[src/rtl/face_sched_pkg.sv]
// Shared types and constants for the face-detection frame scheduler.
package face_sched_pkg;

  typedef enum logic [2:0] {
    ST_IDLE     = 3'd0,
    ST_CHECK    = 3'd1,
    ST_DISPATCH = 3'd2,
    ST_DRAIN    = 3'd3,
    ST_DONE     = 3'd4
  } sched_state_e;

  typedef enum logic [1:0] {
    STAT_OK    = 2'd0,
    STAT_SIZE  = 2'd1,
    STAT_ABORT = 2'd2
  } frame_stat_e;

  // Below this frame edge the detection filter height collapses to zero.
  localparam int unsigned MIN_SIZE_DEFAULT = 32'd72;

  // Width of tile row/column coordinates handed to the cores.
  localparam int unsigned TILE_W = 32'd8;
  typedef logic [TILE_W-1:0] tile_t;

  // 16-bit add that sticks at all-ones instead of wrapping.
  function automatic logic [15:0] sat_add16(input logic [15:0] a, input logic [15:0] b);
    logic [16:0] sum;
    sum = {1'b0, a} + {1'b0, b};
    return sum[16] ? 16'hFFFF : sum[15:0];
  endfunction

endpackage

[src/rtl/face_core_scheduler_rr_pick.sv]
// Round-robin first-free finder: picks the lowest free core at or after
// the pointer, wrapping modulo N.
module rr_pick #(
  parameter int unsigned N  = 32'd8,
  parameter int unsigned PW = (N > 32'd1) ? $clog2(N) : 32'd1
) (
  input  logic [N-1:0]  free_i,
  input  logic [PW-1:0] ptr_i,
  output logic [N-1:0]  grant_o,
  output logic [PW-1:0] idx_o,
  output logic          valid_o
);

  int unsigned    cand;
  logic [PW-1:0]  cand_idx;

  // Scan N candidates starting at ptr_i; the first free one wins.
  always_comb begin
    grant_o  = '0;
    idx_o    = '0;
    valid_o  = 1'b0;
    cand     = 32'd0;
    cand_idx = '0;
    for (int unsigned off = 0; off < N; off++) begin
      cand     = (32'(ptr_i) + off) % N;
      cand_idx = PW'(cand);
      if (!valid_o && free_i[cand_idx]) begin
        valid_o           = 1'b1;
        grant_o[cand_idx] = 1'b1;
        idx_o             = cand_idx;
      end else begin
        valid_o = valid_o;
      end
    end
  end

endmodule

[src/rtl/face_core_scheduler.sv]
// Frame-level scheduler: validates a frame job, walks its tile grid in
// raster order, hands tiles to free detection cores round-robin and
// accumulates the number of tiles reporting a face.
module face_core_scheduler
  import face_sched_pkg::*;
#(
  parameter int unsigned NUM_CORES = 32'd8,
  parameter int unsigned TILES_X   = 32'd6,
  parameter int unsigned TILES_Y   = 32'd6,
  parameter int unsigned MIN_SIZE  = MIN_SIZE_DEFAULT
) (
  input  logic                 clk,
  input  logic                 reset,
  input  logic                 frame_start,
  input  logic [31:0]          size,
  input  logic                 abort,
  output logic                 busy,
  output logic                 frame_done,
  output logic [1:0]           frame_status,
  output logic [15:0]          face_count,
  output logic [NUM_CORES-1:0] core_start,
  output logic [7:0]           core_tile_row,
  output logic [7:0]           core_tile_col,
  input  logic [NUM_CORES-1:0] core_done,
  input  logic [NUM_CORES-1:0] core_face,
  output logic                 proto_err
);

  localparam int unsigned PW = (NUM_CORES > 32'd1) ? $clog2(NUM_CORES) : 32'd1;
  localparam tile_t LAST_COL = tile_t'(TILES_X - 32'd1);
  localparam tile_t LAST_ROW = tile_t'(TILES_Y - 32'd1);
  localparam logic [PW-1:0] LAST_CORE = PW'(NUM_CORES - 32'd1);

  sched_state_e           state_q;
  frame_stat_e            stat_q;
  logic [31:0]            size_q;
  tile_t                  row_q;
  tile_t                  col_q;
  logic [NUM_CORES-1:0]   busy_mask_q;
  logic [NUM_CORES-1:0]   busy_mask_d;
  logic [PW-1:0]          rr_ptr_q;
  logic                   abort_q;
  // Set once a frame has been accepted since reset; stray completions
  // from work started before a reset must not be reported as errors.
  logic                   armed_q;

  logic                   busy_q;
  logic                   frame_done_q;
  logic [1:0]             frame_status_q;
  logic [15:0]            face_count_q;
  logic [15:0]            face_count_d;
  logic [NUM_CORES-1:0]   core_start_q;
  tile_t                  core_tile_row_q;
  tile_t                  core_tile_col_q;
  logic                   proto_err_q;

  logic [NUM_CORES-1:0]   pick_grant_s;
  logic [PW-1:0]          pick_idx_s;
  logic                   pick_valid_s;
  logic [NUM_CORES-1:0]   face_hits_s;
  logic [15:0]            face_inc_s;
  logic                   stray_s;

  rr_pick #(
    .N  (NUM_CORES),
    .PW (PW)
  ) u_rr_pick (
    .free_i  (~busy_mask_q),
    .ptr_i   (rr_ptr_q),
    .grant_o (pick_grant_s),
    .idx_o   (pick_idx_s),
    .valid_o (pick_valid_s)
  );

  // Completion bookkeeping: free finished cores, count faces, flag strays.
  always_comb begin
    face_hits_s = core_done & core_face & busy_mask_q;
    stray_s     = |(core_done & ~busy_mask_q);
    busy_mask_d = busy_mask_q & ~core_done;
    face_inc_s  = 16'd0;
    for (int unsigned i = 0; i < NUM_CORES; i++) begin
      face_inc_s = face_inc_s + 16'(face_hits_s[i]);
    end
    face_count_d = sat_add16(face_count_q, face_inc_s);
  end

  // Frame state machine with dispatch, tile walk and registered outputs.
  always_ff @(posedge clk) begin
    if (reset) begin
      state_q         <= ST_IDLE;
      stat_q          <= STAT_OK;
      size_q          <= 32'd0;
      row_q           <= '0;
      col_q           <= '0;
      busy_mask_q     <= '0;
      rr_ptr_q        <= '0;
      abort_q         <= 1'b0;
      armed_q         <= 1'b0;
      busy_q          <= 1'b0;
      frame_done_q    <= 1'b0;
      frame_status_q  <= 2'd0;
      face_count_q    <= 16'd0;
      core_start_q    <= '0;
      core_tile_row_q <= '0;
      core_tile_col_q <= '0;
      proto_err_q     <= 1'b0;
    end else begin
      core_start_q <= '0;
      frame_done_q <= 1'b0;
      busy_mask_q  <= busy_mask_d;
      face_count_q <= face_count_d;
      if (stray_s && armed_q) begin
        proto_err_q <= 1'b1;
      end else begin
        proto_err_q <= proto_err_q;
      end

      case (state_q)
        ST_IDLE: begin
          if (frame_start) begin
            size_q       <= size;
            face_count_q <= 16'd0;
            row_q        <= '0;
            col_q        <= '0;
            proto_err_q  <= 1'b0;
            abort_q      <= 1'b0;
            stat_q       <= STAT_OK;
            armed_q      <= 1'b1;
            busy_q       <= 1'b1;
            state_q      <= ST_CHECK;
          end else begin
            state_q <= ST_IDLE;
          end
        end
        ST_CHECK: begin
          // An abort here wins over the size check: nothing was started.
          if (abort) begin
            abort_q <= 1'b1;
            state_q <= ST_DRAIN;
          end else if (size_q < 32'(MIN_SIZE)) begin
            stat_q  <= STAT_SIZE;
            state_q <= ST_DONE;
          end else begin
            state_q <= ST_DISPATCH;
          end
        end
        ST_DISPATCH: begin
          if (abort) begin
            abort_q <= 1'b1;
            state_q <= ST_DRAIN;
          end else if (pick_valid_s) begin
            core_start_q    <= pick_grant_s;
            core_tile_row_q <= row_q;
            core_tile_col_q <= col_q;
            busy_mask_q     <= busy_mask_d | pick_grant_s;
            rr_ptr_q        <= (pick_idx_s == LAST_CORE) ? '0 : pick_idx_s + PW'(1);
            if (col_q == LAST_COL) begin
              col_q <= '0;
              if (row_q == LAST_ROW) begin
                state_q <= ST_DRAIN;
              end else begin
                row_q <= row_q + tile_t'(1);
              end
            end else begin
              col_q <= col_q + tile_t'(1);
            end
          end else begin
            state_q <= ST_DISPATCH;
          end
        end
        ST_DRAIN: begin
          if (abort) begin
            abort_q <= 1'b1;
          end else begin
            abort_q <= abort_q;
          end
          if (busy_mask_q == '0) begin
            state_q <= ST_DONE;
          end else begin
            state_q <= ST_DRAIN;
          end
        end
        ST_DONE: begin
          frame_done_q   <= 1'b1;
          frame_status_q <= abort_q ? STAT_ABORT : stat_q;
          busy_q         <= 1'b0;
          state_q        <= ST_IDLE;
        end
        default: begin
          state_q <= ST_IDLE;
          busy_q  <= 1'b0;
        end
      endcase
    end
  end

  assign busy          = busy_q;
  assign frame_done    = frame_done_q;
  assign frame_status  = frame_status_q;
  assign face_count    = face_count_q;
  assign core_start    = core_start_q;
  assign core_tile_row = core_tile_row_q;
  assign core_tile_col = core_tile_col_q;
  assign proto_err     = proto_err_q;

endmodule

[config.mk]
export PLATFORM = sky130hd
export DESIGN_NAME = face_core_scheduler
export DESIGN_NICKNAME = d
export VERILOG_FILES = /design/src/rtl/face_sched_pkg.sv /design/src/rtl/face_core_scheduler_rr_pick.sv /design/src/rtl/face_core_scheduler.sv
export SDC_FILE = /design/constraint.sdc
export NUM_CORES = 1
export LEC_CHECK = 0
export BUFFER_PORTS_ARGS = -buffer_cell sky130_fd_sc_hd__buf_4
export CAP_MARGIN = 25
export CORE_MARGIN = 3
export CORE_UTILIZATION = 55
export DETAILED_ROUTE_END_ITERATION = 10
export PLACE_DENSITY = 0.83
export SYNTH_ARGS = -nofsm -noshare
export SYNTH_HDL_FRONTEND = slang
export SYNTH_SLANG_ARGS = --single-unit
[constraint.sdc]
create_clock -name clk -period 5.3 [get_ports clk]
set_input_delay 0.53 -clock clk [delete_from_list [all_inputs] [get_ports clk]]
set_output_delay 0.53 -clock clk [all_outputs]
set_load 0.02 [all_outputs]
---- Yosys cells after proc, flatten, opt, wreduce, memory -nomap -nowiden ----
Index checks and enable logic that the tools add are counted.
word-level totals
  register bits ........................... 111
  input port bits ......................... 52
  output and inout port bits .............. 45
cells by class
  bitwise gates (word level) .............. 18
  multiplexer cells ....................... 96
  add/sub/neg operators ................... 18
  reduce and logical (&&, ||, !) cells .... 39
  order comparisons ....................... 17
  equality and inequality tests ........... 17
operator list
  operator                                                                              number
  8-bit two-way mux                                                                     19
  8-bit OR                                                                              8
  16-bit two-way mux                                                                    3
  3-bit two-way mux                                                                     16
  8-bit AND                                                                             4
  3-bit by 4-bit < comparator with 1-bit output (second input constant)                 8
  32-bit by 7-bit < comparator with 1-bit output (second input constant)                1
  1-bit two-way mux                                                                     32
  8-bit case mux with 2 select lines                                                    2
  1-bit binary-select mux with 3-bit select                                             8
  1-bit demux with 3-bit select                                                         8
  3-bit by 1-bit greater-or-equal comparator with 1-bit output (second input constant)  8
  16-bit by 8-bit adder with 17-bit output                                              1
  8-bit by 1-bit adder with 8-bit output (second input constant)                        2
  8-bit by 3-bit == test with 1-bit output (second input constant)                      2
  1-bit logical AND                                                                     16
  8-bit inverter                                                                        2
  2-bit != test (second input constant)                                                 7
  3-bit adder (second input constant)                                                   4
  3-bit case mux with 4 select lines                                                    1
  7-bit by 1-bit adder with 8-bit output                                                1
  8-bit logical NOT                                                                     1
  2-bit two-way mux                                                                     4
  4-bit != test (second input constant)                                                 2
  other kinds (25)                                                                      45

---- Depth between registers and ports, before layout ----
  depth in word-level cells ............... 29
  depth in mapped cells ................... 19

---- By module ----
A second synthesis with hierarchy kept.
second synthesis, totals
  cells, all modules ...................... 694
  area, all modules ....................... 6039.5 um^2
modules (own cells, without submodules)
  module               times used  seq. area each (um^2)  cells an instance  area each (um^2)
  face_core_scheduler  1           2142.1                 564                4825.9
  rr_pick              1           0.0                    130                1213.7

---- Worst setup path before layout ----
OpenSTA, ideal clock, no wires.
  path type ............................... input to register
  start point ............................. in core_face[0]
  end point ............................... reg face_count_q[10] (netlist: face_count[10])
  stages on the path ...................... 15
  arrival ................................. 4.384 ns
  required time ........................... 5.167 ns
  setup time .............................. 0.133 ns
  setup slack ............................. 0.783 ns
  cell sequence ........................... and3_1 > fa_1 > inv_1 > fa_1 > inv_1 > fa_1 > fa_1 > fa_1 > a21o_1 > a21oi_1 > nor3_1 > and3_1 > nand4_1 > clkbuf_1 > a21oi_1
between the ends
  longest elaborated chain between the ends .. 13
ends and longest elaborated chain
  element                                     line                        text
  from (decl)                                 face_core_scheduler.sv:25   input logic [NUM_CORES-1:0] core_face,
  8-bit AND * (2 in a row)                    face_core_scheduler.sv:77   face_hits_s = core_done & core_face & busy_mask_q;
  1-bit by 1-bit adder with 2-bit output *    face_core_scheduler.sv:82   face_inc_s = face_inc_s + 16'(face_hits_s[i]);
  2-bit by 1-bit adder with 3-bit output *    face_core_scheduler.sv:82
  3-bit by 1-bit adder with 4-bit output *    face_core_scheduler.sv:82
  4-bit by 1-bit adder with 5-bit output *    face_core_scheduler.sv:82
  5-bit by 1-bit adder with 6-bit output *    face_core_scheduler.sv:82
  6-bit by 1-bit adder with 7-bit output *    face_core_scheduler.sv:82
  7-bit by 1-bit adder with 8-bit output *    face_core_scheduler.sv:82
  16-bit by 8-bit adder with 17-bit output *  face_sched_pkg.sv:28        sum = {1'b0, a} + {1'b0, b};
  16-bit two-way mux *                        face_sched_pkg.sv:29        return sum[16] ? 16'hFFFF : sum[15:0];
  16-bit two-way mux                          face_core_scheduler.sv:120  if (frame_start) begin
  16-bit two-way mux *                        face_core_scheduler.sv:118  case (state_q)
  to (signal assigned)                        face_core_scheduler.sv:111  face_count_q <= face_count_d;
  to (decl)                                   face_core_scheduler.sv:50   logic [15:0] face_count_q;
Every way passes the cells marked *; elsewhere a longest branch is shown, timed or not.
A chain may end at the register's enable or synchronous reset.

---- Worst setup path after layout ----
  start point ............................. reg busy_mask_q[0]
  end point ............................... reg face_count_q[4] (netlist: face_count[4])
between the ends
  longest elaborated chain between the ends .. 12
ends and longest elaborated chain
  element                                     line                        text
  from (decl)                                 face_core_scheduler.sv:39   logic [NUM_CORES-1:0] busy_mask_q;
  from (signal assigned)                      face_core_scheduler.sv:110  busy_mask_q <= busy_mask_d;
  from (signal assigned)                      face_core_scheduler.sv:155  busy_mask_q <= busy_mask_d | pick_grant_s;
  8-bit AND *                                 face_core_scheduler.sv:77
  1-bit by 1-bit adder with 2-bit output *    face_core_scheduler.sv:82
  2-bit by 1-bit adder with 3-bit output *    face_core_scheduler.sv:82
  3-bit by 1-bit adder with 4-bit output *    face_core_scheduler.sv:82
  4-bit by 1-bit adder with 5-bit output *    face_core_scheduler.sv:82
  5-bit by 1-bit adder with 6-bit output *    face_core_scheduler.sv:82
  6-bit by 1-bit adder with 7-bit output *    face_core_scheduler.sv:82
  7-bit by 1-bit adder with 8-bit output *    face_core_scheduler.sv:82
  16-bit by 8-bit adder with 17-bit output *  face_sched_pkg.sv:28
  16-bit two-way mux *                        face_sched_pkg.sv:29
  16-bit two-way mux                          face_core_scheduler.sv:120
  16-bit two-way mux *                        face_core_scheduler.sv:118
Marks and branches as above.

==> results.yml <==
grt:
  grt_usage: 0.263
  grt_pass1_vias: 5162
  grt_max_degree: 76
  grt_pass1_wl_um: 25400
  overflow: 0
  antenna_found_initial: 0
synth:
  synth_warnings: 0
  synth-seq-area-share: 0.360
  netlist_instances: 721
  syn-num-nets: 796
  synth_seq_cells: 107
  synth_edf_count: 0
  synth_flop_cell: "dfxtp_1"
  synth_async_sr_flop_share: 0
  syn_area_um2: 5960
  synth_cell_types: 56
  avgSynthCellArea_um2: 8.26
worst_setup_path:
  worstSetupEndpointType: "flip-flop"
  r2r_cells: 14
  critPathMaxFanout: 13
  r2r_start: "busy_mask_q[0]"
  start_kind: "flip-flop"
  crit_arrival_ns: 4.95
  path_cells: "and3_1 > fa_1 > inv_1 > fa_1 > inv_1 > fa_1 > fa_1 > fa_1 > a21o_1 > a21oi_1 > nor3_1 > and3_1 > nand4_1 > a21oi_1"
  cp.required_ns: 5.51
  rrSetupSlack_ns: 0.56
  path_class: "reg2reg"
  cpMaxStageDelayCell: "fa_1"
  max_stage_delay_ns: 0.53
  crit_top_cell: "fa_1"
  cp-startpoint: "busy_mask_q[0]"
power:
  p_leak_nw: 2.83
  total_power_mw: 1.97
  vdd_drop_max_v: 0.000255
  powerDensity_nw_per_um2: 284
timing:
  rsz0062_at_grt: "false"
  worst_pin_slew_ns: 1.13
  clock_skew_ns: 0.0115
  slew_headroom: 0.242
  timing.final.crit_share: 0.894
  finalSetupViolCount: 0
  finalHoldViolCount: 0
  fin_tns_setup_ns: 0
  finalMaxSlewViolations: 0
  max_freq_mhz: 211
  fin_crit_ns: 4.74
final_layout:
  antennaDiodeCount: 0
  layout-drive-gt1-share: 0.187
  layout_commonest_cell: "dfxtp_1"
  syn2layout_area_growth_pct: 16.4
  multi_input_area_um2: 3520
  regArea_um2: 2140
  final_cell_area_um2: 6930
  fin_cells: 926
  fillers: 838
  final_util: 0.665
  layout_common_cells: "107 x dfxtp_1, 100 x buf_4, 93 x nand2_1"
  nets: 860
route:
  drc: 0
  drt-initial-drc-count: 509
  wire_per_inst_um: 17.0
  first_pass_iters: 6
  vias: 5577
  vias_per_cell: 6.02
  drtAntennaViolNets: 0
  drt_wl_total_um: 15800
floorplan:
  core_area_um2: 10400
  die-area_um2: 12100
  start_util: 0.572
  fp-row-count: 37
  fp.dieW_um: 110
  die_h_um: 110
  ios: 97
clocking:
  cts_buffers: 9
  ctsResizeCount: 0
  clk_pin_slew_ns: 0.11
  cts_buffer_depth: 2
  h-tree-depth: 3
  root_buffer: "clkbuf_8"
  ctsHoldBuffers: 0
  cts_tree: "built"
  clock_latency_ns: 0.37
  cts.sinks: 107
  post_cts_buffers: 0
placed_design:
  dp_cells: 909
  dpl_cell_area_um2: 6680
  dpl.hpwl_um: 11500
  io_buffers: 93
  routabilityCongestion: 0.985
run:
  cap_violations: 0
outcome:
  status: "complete, no violations"
worst_hold_path:
  hold_start: "size[24]"
  hold_class: "in2reg"
  hold_depth: 3
-- synth_stat cells (13+ instances only) --
library cell,instances,area [um^2]
or3_1,13,81.3
and3_1,18,113
nand2_1,93,349
o21ai_0,24,120
ha_1,18,225
inv_1,26,97.6
nor2_1,76,285
nor3_1,14,70.1
clkbuf_1,36,135
dfxtp_1,107,2140
nand3_1,24,120
a21oi_1,72,360
mux2i_1,30,300
-- routing by layer --
metal  track usage  part of all wire
met5             0                 0
met4         0.113             0.031
met3        0.0431             0.056
met2         0.425              0.49
met1         0.348              0.42
-- report_power, final --
group	total [mW]	internal (mW)	switching (mW)
logic	0.466	0.176	0.290
clock network	0.586	0.279	0.307
registers	0.918	0.863	0.0548
total	1.97	1.32	0.652
-- cell type report --
class / instances / share of cell area
tap: 136 / 0.0246
clock inverter: 7 / 0.0164
multi-input combinational: 540 / 0.507
sequential: 107 / 0.309
inverter: 26 / 0.0141
clock buffer: 9 / 0.0179
timing repair buffer: 101 / 0.110
-- through the flow --
stage	hold WS (ns)	worst slack, ns
finish	0.387	0.563
CTS	0.374	0.586
global placement	0.439	0.503
floorplan	0.431	0.783
detailed placement	0.450	0.396
global route	0.365	0.370
-- kinds of logic after synthesis --
family,Yosys count,synth area share
mux,52,0.113
simple gates,288,0.230
flops,107,0.360
xor+xnor,18,0.0265
fa+ha+maj,23,0.0546
compound gates,159,0.166
buf+inv,74,0.0506
-- worst max-delay path: cells and delay by family, from the launching register on --
family,cells,cell delay (ns)
compound gates,3,0.64
fa+ha+maj,5,2.42
flops,1,0.42
simple gates,4,1.00
buf+inv,2,0.12
-- sequential cells by signal (all words and copies together) (netlist names), 2 cells and up --
signal / count
size_q: 29
face_count: 16
busy_mask_q: 8
col_q: 8
core_start: 8
core_tile_col: 8
core_tile_row: 8
row_q: 8
rr_ptr_q: 3
state_q: 3
frame_status: 2
-- path summary, 6_finish.rpt --
path                   endpoint
hold / removal       size_q[24]
setup reg to reg  face_count[4]
setup / recovery  face_count[4]
hold reg to reg      size_q[13]
No activity file was read; power rests on OpenSTA's default activity.
